==> config.mk <==
export PLATFORM = sky130hd
export DESIGN_NAME = dmem_lsu
export DESIGN_NICKNAME = d
export VERILOG_FILES = /design/src/rtl/dmem_lsu.sv
export SDC_FILE = /design/constraint.sdc
export NUM_CORES = 1
export LEC_CHECK = 0
export BUFFER_PORTS_ARGS = -buffer_cell sky130_fd_sc_hd__buf_2
export CAP_MARGIN = 20
export CORE_MARGIN = 1.5
export CORE_UTILIZATION = 58
export DETAILED_ROUTE_END_ITERATION = 16
export MAX_ROUTING_LAYER = met4
export PLACE_DENSITY = 0.77
export SLEW_MARGIN = 20
export SYNTH_ARGS = -nofsm -noshare
export SYNTH_HDL_FRONTEND = slang
export SYNTH_SLANG_ARGS = --single-unit
==> constraint.sdc <==
create_clock -name clk -period 9.3 [get_ports clk]
set_input_delay 1.86 -clock clk [delete_from_list [all_inputs] [get_ports clk]]
set_output_delay 1.86 -clock clk [all_outputs]
set_load 0.005 [all_outputs]
==> src/rtl/dmem_lsu.sv <==
// dmem_lsu: load/store unit with an in-order store buffer draining into a single data-memory port.
// Define LSU_MISALIGN_TRAP_EN to report misaligned half/word accesses as errors instead of aligning them.
module dmem_lsu #(
  parameter int SB_DEPTH  = 4,
  parameter int MEM_BYTES = 512
) (
  input  logic                      clk,
  input  logic                      rst,
  input  logic                      req_valid,
  output logic                      req_ready,
  input  logic                      req_we,
  input  logic [2:0]                req_mode,
  input  logic [31:0]               req_addr,
  input  logic [31:0]               req_wdata,
  output logic                      rsp_valid,
  input  logic                      rsp_ready,
  output logic [31:0]               rsp_rdata,
  output logic                      rsp_err,
  output logic                      mem_we,
  output logic [2:0]                mem_mode,
  output logic [31:0]               mem_addr,
  output logic [31:0]               mem_wdata,
  input  logic [31:0]               mem_rdata,
  output logic [$clog2(SB_DEPTH):0] sb_count
);
  localparam int PW = $clog2(SB_DEPTH);
  localparam int CW = PW + 1;

  typedef enum logic [1:0] {IDLE, LOAD_WAIT, LOAD_RD, RESP} state_t;

  state_t        r_state;
  logic [2:0]    r_sb_mode [SB_DEPTH];
  logic [31:0]   r_sb_addr [SB_DEPTH];
  logic [31:0]   r_sb_data [SB_DEPTH];
  logic [PW-1:0] r_wr_ptr;
  logic [PW-1:0] r_rd_ptr;
  logic [CW-1:0] r_count;
  logic [2:0]    r_ld_mode;
  logic [31:0]   r_ld_addr;
  logic [31:0]   r_rsp_rdata;
  logic          r_rsp_err;

  logic          w_half;
  logic          w_word;
  logic          w_bad_mode;
  logic          w_oob;
  logic          w_err;
  logic [2:0]    w_size;
  logic [32:0]   w_last;
  logic [31:0]   w_addr;
  logic          w_accept;
  logic          w_push;
  logic          w_pop;
  logic [CW-1:0] w_cnt_next;

  // Range check uses the requested address; stores always claim a 4-byte footprint.
  always_comb begin
    w_half     = (req_mode == 3'b001) || (req_mode == 3'b100);
    w_word     = (req_mode == 3'b010);
    w_bad_mode = (req_mode > 3'b100);
    if (req_we || w_word) w_size = 3'd4;
    else if (w_half)      w_size = 3'd2;
    else                  w_size = 3'd1;
    w_last = {1'b0, req_addr} + {30'b0, w_size} - 33'd1;
    w_oob  = w_last > 33'(MEM_BYTES - 1);
    w_addr = req_addr;
    if (w_half) w_addr[0]   = 1'b0;
    if (w_word) w_addr[1:0] = 2'b00;
`ifdef LSU_MISALIGN_TRAP_EN
    w_err = w_bad_mode || w_oob || (w_half && req_addr[0]) ||
            (w_word && (req_addr[1:0] != 2'b00));
`else
    w_err = w_bad_mode || w_oob;
`endif
  end

  assign req_ready  = !rst && (r_state == IDLE) && (r_count < CW'(SB_DEPTH));
  assign w_accept   = req_valid && req_ready;
  assign w_push     = w_accept && req_we && !w_err;
  assign w_pop      = !rst && (r_count != '0) && (r_state != LOAD_RD);
  assign w_cnt_next = r_count + CW'(w_push) - CW'(w_pop);

  always_ff @(posedge clk) begin
    if (rst) begin
      r_wr_ptr <= '0;
      r_rd_ptr <= '0;
      r_count  <= '0;
    end else begin
      if (w_push) begin
        r_sb_mode[r_wr_ptr] <= req_mode;
        r_sb_addr[r_wr_ptr] <= w_addr;
        r_sb_data[r_wr_ptr] <= req_wdata;
        r_wr_ptr            <= r_wr_ptr + PW'(1);
      end
      if (w_pop) r_rd_ptr <= r_rd_ptr + PW'(1);
      r_count <= w_cnt_next;
    end
  end

  // LOAD_RD is entered in the first cycle the buffer is empty, so a load never overlaps a drain.
  always_ff @(posedge clk) begin
    if (rst) begin
      r_state     <= IDLE;
      r_ld_mode   <= '0;
      r_ld_addr   <= '0;
      r_rsp_rdata <= '0;
      r_rsp_err   <= 1'b0;
    end else begin
      case (r_state)
        IDLE: begin
          if (w_accept) begin
            if (req_we || w_err) begin
              r_rsp_rdata <= '0;
              r_rsp_err   <= w_err;
              r_state     <= RESP;
            end else begin
              r_ld_mode <= req_mode;
              r_ld_addr <= w_addr;
              r_state   <= (w_cnt_next == '0) ? LOAD_RD : LOAD_WAIT;
            end
          end
        end
        LOAD_WAIT: if (w_cnt_next == '0) r_state <= LOAD_RD;
        LOAD_RD: begin
          r_rsp_rdata <= mem_rdata;
          r_rsp_err   <= 1'b0;
          r_state     <= RESP;
        end
        RESP: if (rsp_ready) r_state <= IDLE;
        default: r_state <= IDLE;
      endcase
    end
  end

  always_comb begin
    mem_we    = 1'b0;
    mem_mode  = '0;
    mem_addr  = '0;
    mem_wdata = '0;
    if (w_pop) begin
      mem_we    = 1'b1;
      mem_mode  = r_sb_mode[r_rd_ptr];
      mem_addr  = r_sb_addr[r_rd_ptr];
      mem_wdata = r_sb_data[r_rd_ptr];
    end else if (!rst && (r_state == LOAD_RD)) begin
      mem_mode = r_ld_mode;
      mem_addr = r_ld_addr;
    end
  end

  assign rsp_valid = !rst && (r_state == RESP);
  assign rsp_rdata = r_rsp_rdata;
  assign rsp_err   = r_rsp_err;
  assign sb_count  = r_count;
endmodule
==> impl_results.rst, run 1 <==
.. list-table::
   :header-rows: 1

   * - Metric
     - Value
   * - Share of layout cells above drive strength 1
     - 31.51%
   * - Height of the die
     - 165.9 µm
   * - Fraction of power spent switching nets
     - 26.16%
   * - Final setup slack of the worst path
     - 1868 ps
   * - Vias per Instance
     - 5.926
   * - Final worst hold slack
     - 478.2 ps
   * - Clk network pwr share
     - 36.1%
   * - Top_reg_cell synth
     - edfxtp_1
   * - Area added between synthesis and finish
     - 15.99%
   * - EDFF count, synth
     - 268
   * - Top cells by count, synth
     - 268 x edfxtp_1, 79 x dfxtp_1, 69 x nor2_1
   * - WL per Instance
     - 20.77 µm
   * - Routability cong.
     - 0.8930
   * - Filler cells
     - 1834
   * - Critical path's largest stage delay
     - 520 ps
   * - Root Driver
     - clkbuf_16
   * - Global-route total usage across every layer
     - 25.28%
   * - Result of the run
     - completed
   * - DRT antenna net count
     - 0
   * - Net count of the mapped netlist
     - 1185
   * - CTS H-tree depth
     - 2
   * - DRC violation count after routing
     - 0
   * - I/O pin cnt
     - 210
   * - Top-area cell type share of the netlist area
     - 52.32%
   * - Share of the clock period used by the worst path
     - 79.92%
   * - Initial cell density of the core
     - 59.03%
   * - Max capacitance violation total
     - 0
   * - Fraction of the yosys area taken by sequential cells
     - 62.60%
   * - Largest net degree at the start of global routing
     - 68
   * - Post-CTS setup repair buffer count
     - 0
   * - Final count of pins violating max slew
     - 0
   * - Number of gates resized after CTS
     - 0
   * - P per Cell Area
     - 227.2 nW/µm²
   * - HPWL after DPL
     - 20700 µm
   * - VDD IR max
     - 0.0002144 V
   * - Post-placement cell area
     - 16570 µm²
   * - YS warnings
     - 0
   * - Finish-stage setup viols
     - 0
   * - Synth Area in Adders
     - 3.839%
   * - Proportion of power drawn by flip-flops and latches
     - 43.6%
   * - Leading area contributor after synthesis
     - edfxtp_1
   * - Clock Pin Slew Worst Setup and Hold Paths
     - 60 ps
   * - Global-route wire length before repair
     - 53110 µm
   * - Antenna violations before repair
     - 3
   * - Cell Rows
     - 59
   * - Comb power frac
     - 20.3%
   * - Switching component of the power
     - 1060 µW
   * - Worst-case headroom to the max-slew limit
     - 29.61%
   * - Final std cell area, no fill
     - 17840 µm²
   * - Dominant combinational cell family by area after synthesis
     - multiplexers
   * - Worst slack after detailed placement
     - 1475 ps
   * - Setup tns final
     - 0 ps
   * - Highest achievable clock rate
     - 134.5 MHz
   * - Post-synthesis cell type count
     - 67
   * - Data required time of the critical path
     - 9770 ps
   * - CP endpoint kind
     - flop
   * - Worst min-delay path class
     - flop to flop
   * - Maximum buffer depth of the clock tree
     - 3
   * - Worst path slowest cell
     - nor4_4
   * - Grt ovf
     - 0
   * - Clk_lat worst skew
     - 520 ps
   * - Combined area of all synthesized cells
     - 15380 µm²
   * - Cell-internal power
     - 2993 µW
   * - Worst setup path category
     - input port to flop
   * - Seq cells post-synth
     - 347
   * - Count of input and output buffers
     - 209
   * - Largest fanout on the critical path
     - 9
   * - Detailed Route WL
     - 33200 µm
   * - Sort of element at the start of the critical path
     - input port
   * - Setup slack of the most critical reg-to-reg path
     - 5090 ps
   * - Overall die area
     - 27510 µm²
   * - Drt pass-1 iters
     - 5
   * - Synthesized-area fraction occupied by ao, oa, aoi and oai cells
     - 9.102%
   * - Skew final
     - 19.43 ps
   * - Clock period minus worst slack
     - 7432 ps
   * - Starting DRC count in detailed routing
     - 807
   * - Share of async-settable or async-resettable flops after synthesis
     - 0%
   * - Most frequent cell after synthesis
     - edfxtp_1
   * - Avg Synthesized Cell Area
     - 14.86 µm²
   * - Via count of the first global-routing pass
     - 9652
   * - Clock buffers created by TritonCTS
     - 35
   * - Layout Utilization
     - 68.47%
   * - P_leak
     - 0.006634 µW
   * - Endpoint arrival time on the critical path
     - 7900 ps
   * - Portion of netlist area occupied by mux cells
     - 12.61%
   * - Worst path buffer plus inverter count
     - 4
   * - Number of hold violations in the final report
     - 0
   * - Worst path most repeated cell
     - ha_1
   * - TritonCTS Sinks
     - 347
   * - Count of vias placed by the detailed router
     - 9475
   * - Largest cells by area after synthesis
     - edfxtp_1 52%, dfxtp_1 10%, mux4_2 9.8%
   * - XOR/XNOR Fraction of Synth Area
     - 1.082%
   * - Unrepaired setup endpoints after global routing
     - no
   * - Overall die width
     - 165.9 µm
   * - Quantity of hold-fixing buffers added after cts
     - 0
   * - Number of instances in the synthesized netlist
     - 1035
   * - Post-synthesis share of cell area spent on and, or, nand and nor gates
     - 7.125%
   * - Number of nets at the end of the flow
     - 1384
   * - Clock tree from TritonCTS
     - yes
   * - Slew @ Worst Pin
     - 1056 ps
   * - Crit path max-delay family
     - simple AND/OR/NAND/NOR gates
   * - Core region area
     - 26060 µm²
[sequential cells by signal, summed over array words and instances (netlist names), named ones only]
register   flops
r_ld_mode      3
r_ld_addr     32
r_sb_mode     12
r_sb_addr    128
r_wr_ptr       2
r_rd_ptr       2
r_state        2
rsp_rdata     32
r_sb_data    128
rsp_err        1
sb_count       3
[final cells by class]
type	instances	area (µm²)	share of cell area, %
Clock inverter	21	269.0	1.508
Sequential cell	347	9637	54.01
Tap cell	335	419.2	2.349
Timing Repair Buffer	218	1139	6.381
Clock buffer	42	953.4	5.344
Multi-Input combinational cell	581	5224	29.28
Inverter	51	191.4	1.073
Antenna cell	4	10.01	0.05610
[worst register-to-register path, cell delays in order (launching register included)]
cell and delay (ps):
dfxtp_1 340, inv_1 80, ha_1 290, inv_1 150, nor3_1 250, and2_1 270
nand2_1 120, nor4_4 350, inv_1 90, ha_1 290, inv_1 40, ha_1 180
fa_1 380, xnor2_1 140, or3_1 360, a22oi_1 160, o21ai_0 150, nor2_1 150
o21ai_0 100, a31oi_1 160, a21o_1 100
[kinds of logic (layout without fill, tap and decap cells)]
family | after synthesis | after routing
DFF | 347 | 347
and+or+nand+nor | 215 | 215
AOI/OAI and AO/OA | 191 | 191
muxes | 110 | 110
buffers and inverters | 107 | 332
adders and majority gates | 46 | 46
xor gates and xnor gates | 19 | 19
other | 0 | 4
[stage by stage]
| stage | cells | total power, µW |
|---|---|---|
| floorplan | 1035 | 2361 |
| global placement | 1530 | 2615 |
| detailed placement | 1530 | 2627 |
| CTS | 1593 | 4084 |
| global route | 1598 | 4226 |
| finish | 1599 | 4053 |
[layout by cell type (no fill, tap or decap), types with 43 or more instances in the layout]
cell type and count:
edfxtp_1 268, inv_1 51, nor2_1 69, ha_1 44, mux2i_1 43, mux4_2 67
dfxtp_1 77, buf_2 209
[routing by layer]
metal,up-vias,global-route usage (%),routed length [µm]
li1,4386,-,-
met3,68,3.694,1818
met4,0,6.424,697
met2,294,41.65,16400
met1,4727,33.33,14290
met5,-,-,0
[power by group through the flow]
| stage | Combinational (µW) | Sequential (µW) | Clock [µW] |
|---|---|---|---|
| after floorplan | 608 | 1750 | 0 |
| after global placement | 814 | 1800 | 0 |
| after detailed placement | 824 | 1800 | 0 |
| after CTS | 829 | 1770 | 1480 |
| after global routing | 901 | 1780 | 1550 |
| final | 821 | 1770 | 1460 |
[path summary, 6_finish.rpt]
check / startpoint / to / cells past startpoint
hold reg to reg: rsp_err$_SDFFE_PP0P_ / rsp_err$_SDFFE_PP0P_ / 2
hold / removal: rsp_err$_SDFFE_PP0P_ / rsp_err$_SDFFE_PP0P_ / 2
setup reg to reg: r_state[1]$_SDFFE_PP0P_ / r_state[1]$_SDFFE_PP0P_ / 20
setup / recovery: req_mode[0] / r_state[1]$_SDFFE_PP0P_ / 29
Note: power is estimated with default switching activity, not from simulation.
==> run 2: changes to the inputs <==
==> constraint.sdc (replaced) <==
create_clock -name clk -period 7.2 [get_ports clk]
set_input_delay 1.44 -clock clk [delete_from_list [all_inputs] [get_ports clk]]
set_output_delay 1.44 -clock clk [all_outputs]
set_load 0.005 [all_outputs]
==> run 2 against run 1 <==
Net effect: combinational power up 29%; routed wire length is 1.7% higher; global-route usage up 0.35 points.
==> impl_results.rst, run 2 (same netlist as run 1, synthesis figures left out) <==
.. list-table::
   :header-rows: 1

   * - Metric
     - Value
   * - Grt ovf
     - 0 (unchanged)
   * - Initial cell density of the core
     - 59.03% (unchanged)
   * - Area added between synthesis and finish
     - 16.00% (about the same)
   * - Antenna violations before repair
     - 0 (-3)
   * - Hold-critical path endpoint
     - rsp_rdata[1]$_SDFFE_PP0P_
   * - HPWL after DPL
     - 22350 µm (+8.0%)
   * - CP endpoint kind
     - flop
   * - Global-route wire length before repair
     - 54110 µm (+1.9%)
   * - CTS H-tree depth
     - 2 (unchanged)
   * - Final count of pins violating max slew
     - 0 (unchanged)
   * - Clk_lat worst skew
     - 520 ps (about the same)
   * - Clock period minus worst slack
     - 6839 ps
   * - Worst path slowest cell
     - fa_1
   * - Setup slack of the most critical reg-to-reg path
     - 3130 ps (-1960 ps)
   * - Origin of the worst setup path
     - req_mode[0]
   * - Crit path max-delay family
     - simple AND/OR/NAND/NOR gates
   * - Finish-stage setup viols
     - 0 (unchanged)
   * - Data required time of the critical path
     - 7670 ps (-2100 ps)
   * - I/O pin cnt
     - 210 (unchanged)
   * - Number of hold violations in the final report
     - 0 (unchanged)
   * - Routability cong.
     - 0.9508 (+6.5%)
   * - P_leak
     - 0.006668 µW (+0.51%)
   * - Number of nets at the end of the flow
     - 1401 (+1.2%)
   * - Clock buffers created by TritonCTS
     - 35 (unchanged)
   * - Most common cell after layout, fill and taps aside
     - edfxtp_1
   * - DRC violation count after routing
     - 0 (unchanged)
   * - Quantity of hold-fixing buffers added after cts
     - 0 (unchanged)
   * - Height of the die
     - 165.9 µm (unchanged)
   * - Worst-case headroom to the max-slew limit
     - 32.97% (+3.4 points)
   * - Setup tns final
     - 0 ps (unchanged)
   * - Slew @ Worst Pin
     - 1005 ps (-50.48 ps)
   * - Hold Path Stages
     - 1 (-1)
   * - Global-route total usage across every layer
     - 25.63% (+0.35 points)
   * - WL per Instance
     - 20.93 µm (+0.79%)
   * - Number of cells traversed by the worst register-to-register path
     - 20 (unchanged)
   * - Critical register-to-register path startpoint
     - r_state[1]$_SDFFE_PP0P_
   * - Number of gates resized after CTS
     - 0 (unchanged)
   * - Vias per Instance
     - 5.940 (+0.25%)
   * - Overall die width
     - 165.9 µm (unchanged)
   * - Core region area
     - 26060 µm² (unchanged)
   * - Largest net degree at the start of global routing
     - 65 (-4.4%)
   * - Overall die area
     - 27510 µm² (unchanged)
   * - Root Driver
     - clkbuf_16
   * - Clock tree from TritonCTS
     - yes
   * - Drt pass-1 iters
     - 5 (unchanged)
   * - P per Cell Area
     - 283.1 nW/µm² (+25%)
   * - Cell Rows
     - 59 (unchanged)
   * - Non-filler instance count after layout
     - 1613 (+0.88%)
   * - Max capacitance violation total
     - 0 (unchanged)
   * - Sort of element at the start of the critical path
     - input port
   * - Via count of the first global-routing pass
     - 9753 (+1.0%)
   * - Worst setup path category
     - input port to flop
   * - Starting DRC count in detailed routing
     - 923 (+14%)
   * - Detailed Route WL
     - 33760 µm (+1.7%)
   * - Count of input and output buffers
     - 209 (unchanged)
   * - Reg-to-reg endpoint
     - r_state[1]$_SDFFE_PP0P_
   * - Share of the clock period used by the worst path
     - 94.98%
   * - Worst min-delay path class
     - flop to flop
   * - Worst path buffer plus inverter count
     - 4 (unchanged)
   * - TritonCTS Sinks
     - 347 (unchanged)
   * - Count of vias placed by the detailed router
     - 9582 (+1.1%)
   * - Highest-count cells in the layout ignoring fill and taps
     - 268 x edfxtp_1, 209 x buf_2, 77 x dfxtp_1, 69 x nor2_1, 67 x mux4_2
   * - Result of the run
     - completed
   * - Post-CTS setup repair buffer count
     - 0 (unchanged)
   * - Share of layout cells above drive strength 1
     - 31.69% (+0.18 points)
   * - Maximum buffer depth of the clock tree
     - 3 (unchanged)
   * - Leading registers by flop count
     - r_sb_addr x128, r_sb_data x128
   * - VDD IR max
     - 0.0002478 V (+16%)
   * - DRT antenna net count
     - 0 (unchanged)
   * - Unrepaired setup endpoints after global routing
     - no
   * - Start point of the worst min-delay path
     - rsp_rdata[1]$_SDFFE_PP0P_
   * - Endpoint arrival time on the critical path
     - 7300 ps (-600 ps)
   * - Clock Pin Slew Worst Setup and Hold Paths
     - 60 ps (about the same)
   * - Largest fanout on the critical path
     - 4 (-5)
   * - Skew final
     - 13.59 ps (-5.836 ps)
   * - Critical path's largest stage delay
     - 380 ps (-140 ps)
   * - Diodes inserted
     - 0 (-4)
   * - Highest achievable clock rate
     - 146.2 MHz
   * - Placed insts
     - 1549 (+1.2%)
-- run 2: cell type report --
| type | instances | area (µm²) |
|---|---|---|
| inverter | 51 | 191.4 |
| sequential | 347 | 9637 |
| tap | 335 | 419.2 |
| clock buffer | 46 | 978.4 |
| clock inverter | 18 | 97.59 |
| timing repair buffer | 235 | 1291 |
| fill | 1834 | 8215 |
| multi-input combinational | 581 | 5229 |
-- run 2: metal layers --
| metal | global-route usage [%] | routed length [µm] | up-vias |
|---|---|---|---|
| met4 | 6.385 | 578 | 0 |
| met3 | 3.575 | 1707 | 49 |
| met5 | - | 0 | - |
| met2 | 41.72 | 17060 | 298 |
| li1 | - | - | 4429 |
| met1 | 34.41 | 14410 | 4806 |
-- run 2: per-stage QoR --
stage               setup slack [ps]  hold slack, ps  instance area, µm²  util (%)  power (µW)
detailed placement            -63.47           461.0               16760     64.32        3406
finish                         361.1           474.3               17840     68.47        5052
global route                   4.419           490.4               17840     68.47        5275
global placement               116.6           457.1               16760     64.32        3390
CTS                            437.4           476.7               17840     68.45        5096
floorplan                      531.3           460.8               15380         -        3050
-- run 2: how the worst max path moves through the flow --
stage | endpoint | slack, ps | cells after the start
floorplan | r_sb_addr[1][0]$_DFFE_PP_ | 530 | 16
global placement | r_state[1]$_SDFFE_PP0P_ | 120 | 29
detailed placement | r_state[1]$_SDFFE_PP0P_ | -60 | 29
CTS | r_state[1]$_SDFFE_PP0P_ | 440 | 29
global route | r_state[0]$_SDFFE_PP0P_ | 4 | 29
finish | r_state[1]$_SDFFE_PP0P_ | 360 | 29
-- run 2: report_power, final --
group | switching [µW] | internal, µW | total, µW
clock | 733 | 962 | 1700
combinational | 524 | 538 | 1060
sequential | 97.8 | 2200 | 2290
==> run 3: changes to the inputs <==
--- a/config.mk
+++ b/config.mk
@@ -11,7 +11,7 @@
 export CORE_UTILIZATION = 58
 export DETAILED_ROUTE_END_ITERATION = 16
 export MAX_ROUTING_LAYER = met4
-export PLACE_DENSITY = 0.77
+export PLACE_DENSITY = 0.79
 export SLEW_MARGIN = 20
 export SYNTH_ARGS = -nofsm -noshare
 export SYNTH_HDL_FRONTEND = slang
==> run 3 against run 2 <==
Net effect: sequential power about the same; clock power up 6%; combinational power about the same; sequential share of layout area fell by 0.11 points.
==> impl_results.rst, run 3 (same netlist as run 1, synthesis figures left out) <==
.. list-table::
   :header-rows: 1

   * - Metric
     - Value
   * - Start point of the worst min-delay path
     - rsp_rdata[0]$_SDFFE_PP0P_
   * - Count of input and output buffers
     - 209 (unchanged)
   * - Cell Rows
     - 59 (unchanged)
   * - Final worst hold slack
     - 475.5 ps (+1.220 ps)
   * - Number of nets at the end of the flow
     - 1396 (-0.36%)
   * - Quantity of hold-fixing buffers added after cts
     - 0 (unchanged)
   * - Clock tree from TritonCTS
     - yes
   * - VDD IR max
     - 0.0002659 V (+7.3%)
   * - Height of the die
     - 165.9 µm (unchanged)
   * - Grt ovf
     - 0 (unchanged)
   * - P_leak
     - 0.006655 µW (-0.20%)
   * - WL per Instance
     - 21.12 µm (+0.91%)
   * - Worst min-delay path class
     - flop to flop
   * - Root Driver
     - clkbuf_16
   * - Data required time of the critical path
     - 7670 ps (about the same)
   * - Detailed Route WL
     - 33980 µm (+0.66%)
   * - TritonCTS Sinks
     - 347 (unchanged)
   * - Post-CTS setup repair buffer count
     - 0 (unchanged)
   * - CTS H-tree depth
     - 2 (unchanged)
   * - Setup slack of the most critical reg-to-reg path
     - 3200 ps (+70 ps)
   * - Highest-count cells in the layout ignoring fill and taps
     - 268 x edfxtp_1, 209 x buf_2, 77 x dfxtp_1, 69 x nor2_1, 67 x mux4_2
   * - Worst-case headroom to the max-slew limit
     - 30.77% (-2.2 points)
   * - Number of cells traversed by the worst register-to-register path
     - 20 (unchanged)
   * - Routability cong.
     - 0.9016 (-5.2%)
   * - Vias per Instance
     - 5.916 (-0.41%)
   * - Reg-to-reg endpoint
     - r_state[1]$_SDFFE_PP0P_
   * - CP endpoint kind
     - flop
   * - Worst path slowest cell
     - fa_1
   * - Overall die width
     - 165.9 µm (unchanged)
   * - Worst setup path category
     - input port to flop
   * - Count of vias placed by the detailed router
     - 9519 (-0.66%)
   * - Non-filler instance count after layout
     - 1609 (-0.25%)
   * - DRC violation count after routing
     - 0 (unchanged)
   * - Post-placement cell area
     - 16720 µm² (-0.22%)
   * - Final std cell area, no fill
     - 17880 µm² (+0.21%)
   * - Final count of pins violating max slew
     - 0 (unchanged)
   * - Via count of the first global-routing pass
     - 9633 (-1.2%)
   * - Largest net degree at the start of global routing
     - 68 (+4.6%)
   * - Crit. path cell count
     - 30 (+3.4%)
   * - Critical path's largest stage delay
     - 390 ps (about the same)
   * - Antenna violations before repair
     - 1 (+1)
   * - Result of the run
     - completed
   * - Clock Pin Slew Worst Setup and Hold Paths
     - 60 ps (about the same)
   * - Hold Path Stages
     - 1 (unchanged)
   * - Worst path most repeated cell
     - ha_1
   * - Share of the clock period used by the worst path
     - 94.08% (-0.90 points)
   * - Worst path buffer plus inverter count
     - 5 (+1)
   * - Crit path max-delay family
     - adder cells
   * - Number of hold violations in the final report
     - 0 (unchanged)
   * - Drt pass-1 iters
     - 5 (unchanged)
   * - Max capacitance violation total
     - 0 (unchanged)
   * - Area added between synthesis and finish
     - 16.24%
   * - Starting DRC count in detailed routing
     - 754 (-18%)
   * - HPWL after DPL
     - 22420 µm (+0.34%)
   * - Filler cells
     - 1825 (-0.49%)
   * - Slew @ Worst Pin
     - 1038 ps (+33.03 ps)
   * - Core region area
     - 26060 µm² (unchanged)
   * - Clock period minus worst slack
     - 6774 ps (-65.14 ps)
   * - Highest achievable clock rate
     - 147.6 MHz (+0.96%)
   * - Leading registers by flop count
     - r_sb_addr x128, r_sb_data x128
   * - Global-route total usage across every layer
     - 25.32% (-0.30 points)
   * - Share of layout cells above drive strength 1
     - 31.50% (-0.19 points)
   * - Hold-critical path endpoint
     - rsp_rdata[0]$_SDFFE_PP0P_
   * - Critical register-to-register path startpoint
     - r_state[1]$_SDFFE_PP0P_
   * - Initial cell density of the core
     - 59.03% (unchanged)
   * - Global-route wire length before repair
     - 53000 µm (-2.1%)
   * - Overall die area
     - 27510 µm² (unchanged)
   * - I/O pin cnt
     - 210 (unchanged)
   * - Finish-stage setup viols
     - 0 (unchanged)
   * - Most common cell after layout, fill and taps aside
     - edfxtp_1
   * - Endpoint arrival time on the critical path
     - 7240 ps (-60 ps)
   * - Sort of element at the start of the critical path
     - input port
   * - DRT antenna net count
     - 0 (unchanged)
   * - Largest fanout on the critical path
     - 9 (+5)
   * - P per Cell Area
     - 288.1 nW/µm² (+1.7%)
   * - Placed insts
     - 1544 (-0.32%)
   * - Clk_lat worst skew
     - 520 ps (about the same)
   * - Skew final
     - 11.72 ps (-1.879 ps)
   * - Maximum buffer depth of the clock tree
     - 3 (unchanged)
   * - Unrepaired setup endpoints after global routing
     - no
   * - Clock buffers created by TritonCTS
     - 35 (unchanged)
## run 3: changes by cell type in the layout (fill, tap and decap cells not counted), sizes merged
cell	delta
clkbuf	+4
buf	-5
bufinv	+3
clkinv	-8
clkinvlp	+2
diode	+1
inv	-1
## run 3: routing by layer
layer | GRT usage, % | vias to the layer above | wire [µm]
met1 | 32.88 | 4731 | 14240
met5 | - | - | 0
met4 | 7.286 | 0 | 857
li1 | - | 4422 | -
met3 | 3.765 | 61 | 1903
met2 | 41.83 | 305 | 16980
## run 3: power breakdown
group          switching [µW]  total (µW)  internal [µW]
Clock                     740        1800           1060
Combinational             505        1040            538
Sequential                114        2310           2200
Total                    1360        5150           3790
## run 3: metrics by stage
| stage | setup WS, ps | total power, µW | utilization (%) | setup TNS (ps) |
|---|---|---|---|---|
| after floorplan | 531.3 | 3050 | - | 0 |
| after global placement | 157.0 | 3384 | 64.18 | 0 |
| after detailed placement | -146.8 | 3402 | 64.18 | -236.1 |
| after CTS | 321.9 | 5196 | 68.54 | 0 |
| after global routing | 5.898 | 5366 | 68.62 | 0 |
| final | 426.3 | 5151 | 68.62 | 0 |
## run 3: area by class of cell
type	count	area (µm²)	area share, %
Antenna cell	1	2.502	0.01399
Clock buffer	50	973.4	5.444
Clock inverter	14	163.9	0.9167
Inverter	51	191.4	1.071
Multi-Input combinational cell	581	5240	29.31
Sequential cell	347	9637	53.89
Tap cell	335	419.2	2.344
Timing Repair Buffer	230	1254	7.011
## run 3: worst max path at each step
stage / from / end / slack (ps)
after floorplan: req_mode[0] / r_sb_addr[1][0]$_DFFE_PP_ / 530
after global placement: req_mode[2] / r_state[1]$_SDFFE_PP0P_ / 160
after detailed placement: req_mode[2] / r_state[1]$_SDFFE_PP0P_ / -150
after CTS: req_mode[2] / r_state[1]$_SDFFE_PP0P_ / 320
after global routing: req_mode[2] / r_state[1]$_SDFFE_PP0P_ / 6
final: req_mode[2] / r_state[1]$_SDFFE_PP0P_ / 430
## run 3: what timing repair did
action | in CTS | in global routing
gates resized for setup | 0 | 3
endpoints found under the setup margin | 0 | 2
hold endpoints to repair | 0 | 0
